## src/rtl/blackjack_game_ctrl.sv

```systemverilog
// Blackjack game sequencer: deals P,D,P,D, runs the player turn and the dealer draw policy, then flags the result.
// Optional DEALER_HIT_SOFT17_EN: dealer also draws on soft 17 (H17); undefined = stand on all 17s (S17).
module blackjack_game_ctrl #(
    parameter int MAX_CARDS    = 5,
    parameter int DEALER_STAND = 17
) (
    input  logic       CLOCK_50,
    input  logic       resetb,
    input  logic       start,
    input  logic       hit_btn,
    input  logic       stand_btn,
    output logic       deal_req,
    input  logic       card_vld,
    input  logic [3:0] card_in,
    output logic [7:0] load_player,
    output logic [7:0] load_dealer,
    output logic [4:0] player_total,
    output logic [4:0] dealer_total,
    output logic       player_turn,
    output logic       player_win,
    output logic       dealer_win,
    output logic       push
);

    localparam logic [3:0] MAXC   = 4'(MAX_CARDS);
    localparam logic [6:0] DSTAND = 7'(DEALER_STAND);

    typedef enum logic [3:0] {
        IDLE, DEAL_P1, DEAL_D1, DEAL_P2, DEAL_D2,
        PLAYER_TURN, PLAYER_DRAW, DEALER_TURN, DEALER_DRAW, RESULT
    } state_t;

    state_t     state, state_nxt;
    logic [3:0] p_cnt, d_cnt;
    logic [6:0] p_raw, d_raw;
    logic       p_ace, d_ace;
    logic       start_q, hit_q, stand_q;

    function automatic logic [6:0] best_of(input logic [6:0] raw, input logic ace);
        best_of = (ace && (raw + 7'd10) <= 7'd21) ? raw + 7'd10 : raw;
    endfunction

    logic       start_rise, hit_rise, stand_rise;
    logic       rank_ok, card_ace, to_player, to_dealer, accept;
    logic [6:0] card_val, p_best, d_best, p_nxt_raw, p_nxt_best;
    logic       d_more;

    assign start_rise = start & ~start_q;
    assign hit_rise   = hit_btn & ~hit_q;
    assign stand_rise = stand_btn & ~stand_q;

    // Ranks outside 1..13 are never accepted, so the request stays up for a valid card.
    assign rank_ok   = (card_in >= 4'd1) && (card_in <= 4'd13);
    assign card_ace  = (card_in == 4'd1);
    assign card_val  = (card_in > 4'd10) ? 7'd10 : {3'b000, card_in};
    assign to_player = (state == DEAL_P1) || (state == DEAL_P2) || (state == PLAYER_DRAW);
    assign to_dealer = (state == DEAL_D1) || (state == DEAL_D2) || (state == DEALER_DRAW);
    assign accept    = (to_player || to_dealer) && card_vld && rank_ok;

    assign p_best     = best_of(p_raw, p_ace);
    assign d_best     = best_of(d_raw, d_ace);
    assign p_nxt_raw  = p_raw + card_val;
    assign p_nxt_best = best_of(p_nxt_raw, p_ace | card_ace);

`ifdef DEALER_HIT_SOFT17_EN
    logic d_soft;
    assign d_soft = d_ace && ((d_raw + 7'd10) <= 7'd21);
    assign d_more = (d_best < DSTAND) || ((d_best == 7'd17) && d_soft);
`else
    assign d_more = (d_best < DSTAND);
`endif

    always_ff @(posedge CLOCK_50 or negedge resetb) begin
        if (!resetb) state <= IDLE;
        else         state <= state_nxt;
    end

    always_comb begin
        state_nxt = state;
        case (state)
            IDLE, RESULT: if (start_rise) state_nxt = DEAL_P1;
            DEAL_P1:      if (accept) state_nxt = DEAL_D1;
            DEAL_D1:      if (accept) state_nxt = DEAL_P2;
            DEAL_P2:      if (accept) state_nxt = DEAL_D2;
            DEAL_D2:      if (accept) state_nxt = PLAYER_TURN;
            PLAYER_TURN: begin
                if (p_best == 7'd21 || p_cnt >= MAXC || stand_rise) state_nxt = DEALER_TURN;
                else if (hit_rise)                                  state_nxt = PLAYER_DRAW;
            end
            PLAYER_DRAW: begin
                if (accept) begin
                    if (p_nxt_best > 7'd21)          state_nxt = RESULT;
                    else if (p_cnt + 4'd1 == MAXC)   state_nxt = DEALER_TURN;
                    else                             state_nxt = PLAYER_TURN;
                end
            end
            DEALER_TURN:  state_nxt = (d_more && d_cnt < MAXC) ? DEALER_DRAW : RESULT;
            DEALER_DRAW:  if (accept) state_nxt = DEALER_TURN;
            default:      state_nxt = IDLE;
        endcase
    end

    always_ff @(posedge CLOCK_50 or negedge resetb) begin
        if (!resetb) begin
            {start_q, hit_q, stand_q} <= 3'b000;
            p_cnt <= '0; d_cnt <= '0;
            p_raw <= '0; d_raw <= '0;
            p_ace <= 1'b0; d_ace <= 1'b0;
        end else begin
            {start_q, hit_q, stand_q} <= {start, hit_btn, stand_btn};
            if ((state == IDLE || state == RESULT) && start_rise) begin
                p_cnt <= '0; d_cnt <= '0;
                p_raw <= '0; d_raw <= '0;
                p_ace <= 1'b0; d_ace <= 1'b0;
            end else if (accept && to_player) begin
                p_cnt <= p_cnt + 4'd1;
                p_raw <= p_nxt_raw;
                p_ace <= p_ace | card_ace;
            end else if (accept && to_dealer) begin
                d_cnt <= d_cnt + 4'd1;
                d_raw <= d_raw + card_val;
                d_ace <= d_ace | card_ace;
            end
        end
    end

    always_comb begin
        deal_req     = to_player || to_dealer;
        player_turn  = (state == PLAYER_TURN);
        load_player  = '0;
        load_dealer  = '0;
        player_win   = 1'b0;
        dealer_win   = 1'b0;
        push         = 1'b0;
        player_total = (p_best > 7'd31) ? 5'd31 : p_best[4:0];
        dealer_total = (d_best > 7'd31) ? 5'd31 : d_best[4:0];
        if (accept && to_player && p_cnt < MAXC) load_player = 8'd1 << p_cnt[2:0];
        if (accept && to_dealer && d_cnt < MAXC) load_dealer = 8'd1 << d_cnt[2:0];
        if (state == RESULT) begin
            if (p_best > 7'd21)       dealer_win = 1'b1;
            else if (d_best > 7'd21)  player_win = 1'b1;
            else if (p_best > d_best) player_win = 1'b1;
            else if (d_best > p_best) dealer_win = 1'b1;
            else                      push       = 1'b1;
        end
    end

endmodule
```

## config.mk

```make
export PLATFORM = sky130hd
export DESIGN_NAME = blackjack_game_ctrl
export DESIGN_NICKNAME = d
export VERILOG_FILES = /design/src/rtl/blackjack_game_ctrl.sv
export SDC_FILE = /design/constraint.sdc
export NUM_CORES = 1
export LEC_CHECK = 0
export ABC_CLOCK_PERIOD_IN_PS = 5200
export BUFFER_PORTS_ARGS = -buffer_cell sky130_fd_sc_hd__clkbuf_2
export CAP_MARGIN = 30
export CORE_UTILIZATION = 34
export CTS_BUF_LIST = sky130_fd_sc_hd__clkbuf_4 sky130_fd_sc_hd__clkbuf_8
export DETAILED_ROUTE_END_ITERATION = 7
export HOLD_SLACK_MARGIN = 0.03
export PLACE_DENSITY = 0.61
export SETUP_SLACK_MARGIN = 0.02
export SKIP_CTS_REPAIR_TIMING = 1
export SLEW_MARGIN = 20
export SYNTH_ARGS = -nofsm -noshare
export SYNTH_HDL_FRONTEND = slang
export SYNTH_SLANG_ARGS = --single-unit
```

## constraint.sdc

```tcl
create_clock -name CLOCK_50 -period 5.2 [get_ports CLOCK_50]
set_clock_uncertainty 0.15 [all_clocks]
set_input_delay 0 -clock CLOCK_50 [delete_from_list [all_inputs] [get_ports CLOCK_50]]
set_output_delay 0 -clock CLOCK_50 [all_outputs]
set_load 0.1 [all_outputs]
```

==> results of run 1 <==
-- cell type report --
type	count	area, sq um	share of cell area
clock buffer	6	82.6	0.0210
clock inverter	2	35.0	0.00893
inverter	29	109	0.0277
multi-input combinational	339	2500	0.637
sequential	31	776	0.198
tap	133	166	0.0424
timing repair buffer	46	255	0.0651
-- layer usage --
layer	up-vias	wire (um)	share of wire
li1	1570	-	-
met1	1479	4160	0.50
met2	41	3830	0.46
met3	8	212	0.026
met4	0	91	0.011
met5	-	0	0
-- stage by stage --
step,util,setup slack [ns],area [sq um]
5_1_grt,0.398,0.465,3920
2_1_floorplan,-,0.231,3490
6_report,0.398,0.832,3920
4_1_cts,0.394,0.826,3880
3_3_place_gp,0.382,1.25,3770
3_5_place_dp,0.382,1.16,3770
-- kinds of logic after synthesis --
logic type	after synthesis	synth area share
mux	9	0.0290
fa+ha+maj	39	0.144
xor+xnor	22	0.0552
flops	31	0.222
simple gates	160	0.252
buf+inv	52	0.0623
compound gates	109	0.236
-- cells in the mapped netlist (10+ instances only) --
cell type  count  area share
ha_1          36        0.13
nand2_1       34       0.037
dfrtp_1       31        0.22
inv_1         29       0.031
nor2_1        28       0.030
o21ai_0       23       0.033
nand3_1       20       0.029
a21oi_1       19       0.027
xnor2_1       17       0.043
and2_1        14       0.025
clkbuf_1      11       0.012
nand2b_1      11       0.020
a21o_1        10       0.021
nor3_1        10       0.014
-- how the worst min path moves through the flow --
stage	start	end	slack, ns	cells past startpoint
floorplan	resetb	d_ace	-0.45	0
global placement	start	start_q	-0.02	1
detailed placement	resetb	d_cnt[1]	-0.02	1
CTS	resetb	d_cnt[2]	-0.33	1
global route	card_in[1]	p_ace	0.07	3
finish	card_in[1]	d_ace	0.06	3
-- state kept, by name (all words and copies together) (netlist names) --
register	flops
d_cnt	4
hit_q	1
state	4
p_raw	7
stand_q	1
start_q	1
d_ace	1
p_ace	1
d_raw	7
p_cnt	4
-- worst reg2reg max path: stages (launching register included) --
cell	delay, ns
dfrtp_1	0.54
inv_1	0.19
fa_1	0.52
xnor2_1	0.34
inv_1	0.11
ha_1	0.34
nand3_1	0.09
a2111oi_0	0.37
o221ai_1	0.18
o311ai_2	0.15
nand2_1	0.10
a211o_1	0.31
==> results.toml, run 1 <==
[clocking]
cts_made_buffers = 5
cts_tree = "yes"
htree_levels = 2
path_clk_slew_ns = 0.07
cts-root-buf = "clkbuf_8"
clock-sinks = 31
clock_path_buffers = 2
clk_latency_ns = 0.28

[yosys]
synth_edf_count = 0
synth.distinct_cells = 75
synth_nets = 470
async_reset_ff_frac = 1.00
netlist_instances = 422
ys_seq_elements = 31
avgSynthCellArea_sq_um = 8.28
synth-main-ff-cell = "dfrtp_1"
yosys_warnings = 0
netlist_area_sq_mm = 0.00349
seq_area_frac_synth = 0.222

[sta]
setup_viol = 0
hold_viol_final = 0
fin_crit_ns = 4.37
rsz0062_at_grt = "false"
worst_slew_pin_slew_ns = 0.791
post-route-period-util = 0.840
maxSlewHeadroom = 0.472
hold_ws_ns = 0.0553
fin_setup_tns_ns = 0
drv_slew = 0
fmax_ghz = 0.229

[global_routing]
antenna_found_initial = 0
met2_usage = 0.282
gr-total-overflow = 0
busiest_layer = "met2"
use_met1 = 0.227
grt_usage = 0.168
use_met3 = 0.0262
grt_max_degree = 32
grt_pass1_vias = 2910
grt_pass1_wl_mm = 14.0

[setup_path]
crit-reg2reg-launch = "p_raw[1]"
r2r_cells = 11
critical_path.top_delay_family = "compound AO/OA/AOI/OAI gates"
reg2reg_slack_ns = 1.69
worstSetupPathType = "register to primary output"
r2r_end = "state[2]"
crit_end = "player_win"
critical_path_depth = 14
start_kind = "register"
crit_fanout = 13
slowest_stage = "dfrtp_1"
end_kind = "primary output"
cp-startpoint = "d_raw[1]"
cpPeakStageDelay_ns = 0.54
path_buf_inv = 2
cp_data_arrival_time_ns = 4.22
required_ns = 5.05
path_cells = "inv_1, ha_1, and3b_1, o2111ai_1, a41oi_2, xnor2_1, ha_1, nor2b_1, o21a_1, o21ai_0, nand2_1, o22ai_1, nor2b_1, clkbuf_2"

[placed_design]
dp_cells = 574
gp_congestion = 0.846
port_buffers = 40
post-dp-hpwl_mm = 6.44

[cells_and_area]
final_cells = 586
num-fill-cells = 996
final_nets = 500
drive_above_1_share = 0.163
syn_to_final_growth_pct = 12.3
mostFrequentLayoutCell = "clkbuf_2"
n_antenna_cell = 0
final_cell_mix = "clkbuf_2, ha_1, nand2_1"

[detailed_routing]
wl_per_cell_um = 14.2
drtAntennaViolNets = 0
routed_wirelength_mm = 8.30
num_vias = 3098
via_per_inst = 5.29
firstDrtPassIters = 4
drt_iter0_drc = 89
drcViolationCount = 0

[floorplan]
die_x_um = 103
die_y_um = 103
dieArea_sq_mm = 0.0107
rows = 36
core-area_sq_mm = 0.00986
initial_core_util = 0.354
ios = 41

[min_path]
min_path_type = "input pin to register"

[run_status]
status = "complete, no violations"

[flow_run]
cap_violations = 0
Power of run 1 is not shown: default switching activity piles up to over one toggle a cycle in this logic, so the estimate is an artifact.
==> run 2, diff against run 1 <==
--- a/config.mk
+++ b/config.mk
@@ -5,7 +5,7 @@
 export SDC_FILE = /design/constraint.sdc
 export NUM_CORES = 1
 export LEC_CHECK = 0
-export ABC_CLOCK_PERIOD_IN_PS = 5200
+export ABC_CLOCK_PERIOD_IN_PS = 4400
 export BUFFER_PORTS_ARGS = -buffer_cell sky130_fd_sc_hd__clkbuf_2
 export CAP_MARGIN = 30
 export CORE_UTILIZATION = 34
==> constraint.sdc (replaced) <==
create_clock -name CLOCK_50 -period 4.4 [get_ports CLOCK_50]
set_clock_uncertainty 0.15 [all_clocks]
set_input_delay 0 -clock CLOCK_50 [delete_from_list [all_inputs] [get_ports CLOCK_50]]
set_output_delay 0 -clock CLOCK_50 [all_outputs]
set_load 0.1 [all_outputs]
==> results.toml, run 2 (synthesis results as in run 1) <==
[cells_and_area]
mostFrequentLayoutCell = "clkbuf_2"
drive_above_1_share = 0.182
final_nets = 504
num-fill-cells = 999
seqCellArea_sq_um = 777
syn_to_final_growth_pct = 13.9
multi_input_area_sq_mm = 0.00253
n_antenna_cell = 0
final_cells = 590
final_cell_mix = "clkbuf_2, ha_1, nand2_1"
reg_top3 = "d_raw (7), p_raw (7)"
utilization = 0.403

[clocking]
clock_path_buffers = 2
clock-sinks = 31
cts_made_buffers = 5
cts-root-buf = "clkbuf_8"
path_clk_slew_ns = 0.08
htree_levels = 2
clk_latency_ns = 0.29
cts_tree = "yes"

[setup_path]
r2r_end = "state[2]"
r2r_cells = 11
crit-reg2reg-launch = "p_raw[1]"
cp_data_arrival_time_ns = 3.90
slowest_stage = "dfrtp_2"
critical_path.top_delay_family = "compound AO/OA/AOI/OAI gates"
start_kind = "register"
required_ns = 4.25
cpPeakStageDelay_ns = 0.47
worstSetupPathType = "register to primary output"
end_kind = "primary output"
path_cells = "inv_1, ha_1, and3b_1, o2111ai_1, a41oi_4, nand2_1, xnor2_1, ha_1, a21oi_1, nor2b_1, o21ai_0, nand2_1, o22ai_1, nor2b_1, o21a_1, buf_2"
path_buf_inv = 2
reg2reg_slack_ns = 0.84
crit_fanout = 12

[detailed_routing]
num_vias = 3163
drtAntennaViolNets = 0
wl_per_cell_um = 14.4
via_per_inst = 5.36
drt_iter0_drc = 138
routed_wirelength_mm = 8.48
drcViolationCount = 0
firstDrtPassIters = 4

[sta]
rsz0062_at_grt = "false"
post-route-period-util = 0.921
setup_slack_ns = 0.350
hold_viol_final = 0
worst_slew_pin_slew_ns = 0.809
drv_slew = 0
maxSlewHeadroom = 0.461
fmax_ghz = 0.247
fin_setup_tns_ns = 0
fin_crit_ns = 4.05
setup_viol = 0

[placed_design]
pre_cts_ws_ns = 0.363
gp_congestion = 0.812
dp_cells = 574
post-dp-hpwl_mm = 6.45
port_buffers = 40

[floorplan]
rows = 36
core-area_sq_mm = 0.00986
die_x_um = 103
die_y_um = 103
initial_core_util = 0.354
dieArea_sq_mm = 0.0107
ios = 41

[min_path]
min_path_type = "input pin to register"
hold_depth = 3
hp-start = "card_in[1]"
hold_path_end = "p_ace"

[global_routing]
grt_max_degree = 32
antenna_found_initial = 0
grt_pass1_vias = 2946
grt_usage = 0.170
gr-total-overflow = 0
grt_pass1_wl_mm = 14.3

[flow_run]
cap_violations = 0

[run_status]
status = "complete, no violations"
==> run 2: worst reg2reg max path: stages (launching register included) <==
cell       delay, ns
dfrtp_1         0.55
inv_1           0.19
fa_1            0.54
xnor2_1         0.31
inv_1           0.11
ha_1            0.34
nand3_1         0.10
a2111oi_0       0.42
o221ai_1        0.19
o311ai_2        0.15
nand2_1         0.09
a211o_1         0.31
==> run 2: how the worst max path moves through the flow <==
stage	from	to	slack, ns	cells past startpoint
global placement	d_raw[1]	player_win	0.43	14
finish	d_raw[1]	dealer_win	0.35	16
floorplan	d_raw[1]	push	0.29	15
global route	d_raw[1]	dealer_win	0.06	16
detailed placement	d_raw[1]	player_win	0.36	15
CTS	d_raw[1]	player_win	0.005	15
==> run 2: cell type report <==
class                   count  share of cell area
multi-input cells         339               0.635
flip-flops and latches     31               0.195
well taps                 133              0.0418
clock buffers               5              0.0173
repair buffers             50              0.0723
clock inverters             3              0.0110
inverters                  29              0.0273
==> run 2: per-stage QoR <==
stage / hold slack [ns] / area (sq um)
detailed placement: -0.0197 / 3780
global placement: -0.0224 / 3780
CTS: -0.338 / 3890
global route: 0.0314 / 3980
finish: 0.0127 / 3980
floorplan: -0.446 / 3510
==> run 2: per-layer routing <==
metal  wire, um  global-route usage  vias to the layer above
li1           -                   -                     1586
met1       4210               0.246                     1511
met2       3860               0.271                       61
met3        335              0.0195                        5
met4         72              0.0423                        0
met5          0                   0                        -
Power of run 2 is left out for the same reason.
==> run 3, diff against run 2 <==
--- a/config.mk
+++ b/config.mk
@@ -12,6 +12,7 @@
 export CTS_BUF_LIST = sky130_fd_sc_hd__clkbuf_4 sky130_fd_sc_hd__clkbuf_8
 export DETAILED_ROUTE_END_ITERATION = 7
 export HOLD_SLACK_MARGIN = 0.03
+export MAX_ROUTING_LAYER = met4
 export PLACE_DENSITY = 0.61
 export SETUP_SLACK_MARGIN = 0.02
 export SKIP_CTS_REPAIR_TIMING = 1
==> results.toml, run 3 (synthesis results as in run 1) <==
[cells_and_area]
reg_top3 = "d_raw (7), p_raw (7)"
mostFrequentLayoutCell = "clkbuf_2"
drive_above_1_share = 0.182
seqCellArea_sq_um = 777
final_cell_mix = "clkbuf_2, ha_1, nand2_1"
syn_to_final_growth_pct = 13.9
num-fill-cells = 999
multi_input_area_sq_mm = 0.00253
n_antenna_cell = 0
final_nets = 504

[placed_design]
port_buffers = 40
gp_congestion = 0.823
post-dp-hpwl_mm = 6.45

[floorplan]
die_x_um = 103
die_y_um = 103
core-area_sq_mm = 0.00986
ios = 41
dieArea_sq_mm = 0.0107
rows = 36
initial_core_util = 0.354

[global_routing]
busiest_layer = "met2"
gr-total-overflow = 0
met2_usage = 0.271
grt_pass1_wl_mm = 14.3
use_met1 = 0.246
grt_pass1_vias = 2946
use_met3 = 0.0195
grt_max_degree = 32
antenna_found_initial = 0
grt_usage = 0.176

[setup_path]
crit-reg2reg-launch = "p_raw[1]"
required_ns = 4.25
cp-startpoint = "d_raw[1]"
worstSetupPathType = "register to primary output"
cp_data_arrival_time_ns = 3.90
start_kind = "register"
end_kind = "primary output"
reg2reg_slack_ns = 0.83
crit_fanout = 12

[clocking]
htree_levels = 2
clock_path_buffers = 2
clock-sinks = 31
clk_latency_ns = 0.29
path_clk_slew_ns = 0.08
cts_made_buffers = 5
cts-root-buf = "clkbuf_8"
cts_tree = "yes"

[sta]
rsz0062_at_grt = "false"
setup_viol = 0
fmax_ghz = 0.247
fin_crit_ns = 4.05
worst_slew_pin_slew_ns = 0.810
post-route-period-util = 0.920
fin_setup_tns_ns = 0
hold_viol_final = 0
maxSlewHeadroom = 0.460
drv_slew = 0

[detailed_routing]
drtAntennaViolNets = 0
wl_per_cell_um = 14.4
num_vias = 3194
drt_iter0_drc = 133
routed_wirelength_mm = 8.50
drcViolationCount = 0
firstDrtPassIters = 5
via_per_inst = 5.41

[min_path]
min_path_type = "input pin to register"
hp-start = "card_in[1]"

[flow_run]
cap_violations = 0

[run_status]
status = "complete, no violations"
## run 3: cell counts in the layout (fill, tap and decap cells not counted)
Identical to the previous run, type by type.
## run 3: final timing paths
path / end / cells past startpoint
worst min-delay path: p_ace / 3
max in group asynchronous: d_raw[1] / 2
worst max register to register: state[2] / 11
worst min register to register: p_cnt[0] / 1
min in group asynchronous: d_raw[2] / 2
worst max-delay path: dealer_win / 16
## run 3: final cells by class
| type | count | area share |
|---|---|---|
| multi-input combinational | 339 | 0.635 |
| sequential | 31 | 0.195 |
| timing repair buffer | 50 | 0.0723 |
| tap | 133 | 0.0418 |
| inverter | 29 | 0.0273 |
| clock buffer | 5 | 0.0173 |
| clock inverter | 3 | 0.0110 |
## run 3: worst max-delay path: stages (launching register included)
cell       delay (ns)
dfrtp_2          0.47
inv_1            0.13
ha_1             0.34
and3b_1          0.27
o2111ai_1        0.20
a41oi_4          0.41
nand2_1          0.11
xnor2_1          0.14
ha_1             0.31
a21oi_1          0.16
nor2b_1          0.06
o21ai_0          0.15
nand2_1          0.07
o22ai_1          0.24
nor2b_1          0.08
o21a_1           0.17
buf_2            0.28
## run 3: routing by layer
layer | vias up | routed length (um)
met3 | 5 | 317
met5 | - | 0
met4 | 0 | 70
li1 | 1586 | -
met1 | 1534 | 4220
met2 | 69 | 3890
## run 3: per-stage QoR
stage	hold WS, ns	setup WS [ns]	instance area (sq um)	utilization	instances
floorplan	-0.446	0.295	3510	-	422
global placement	-0.0224	0.431	3780	0.383	574
detailed placement	-0.0197	0.363	3780	0.383	574
CTS	-0.338	0.00465	3890	0.395	582
global route	0.0314	0.0642	3980	0.403	590
finish	0.0176	0.350	3980	0.403	590
Power of run 3 is left out for the same reason.
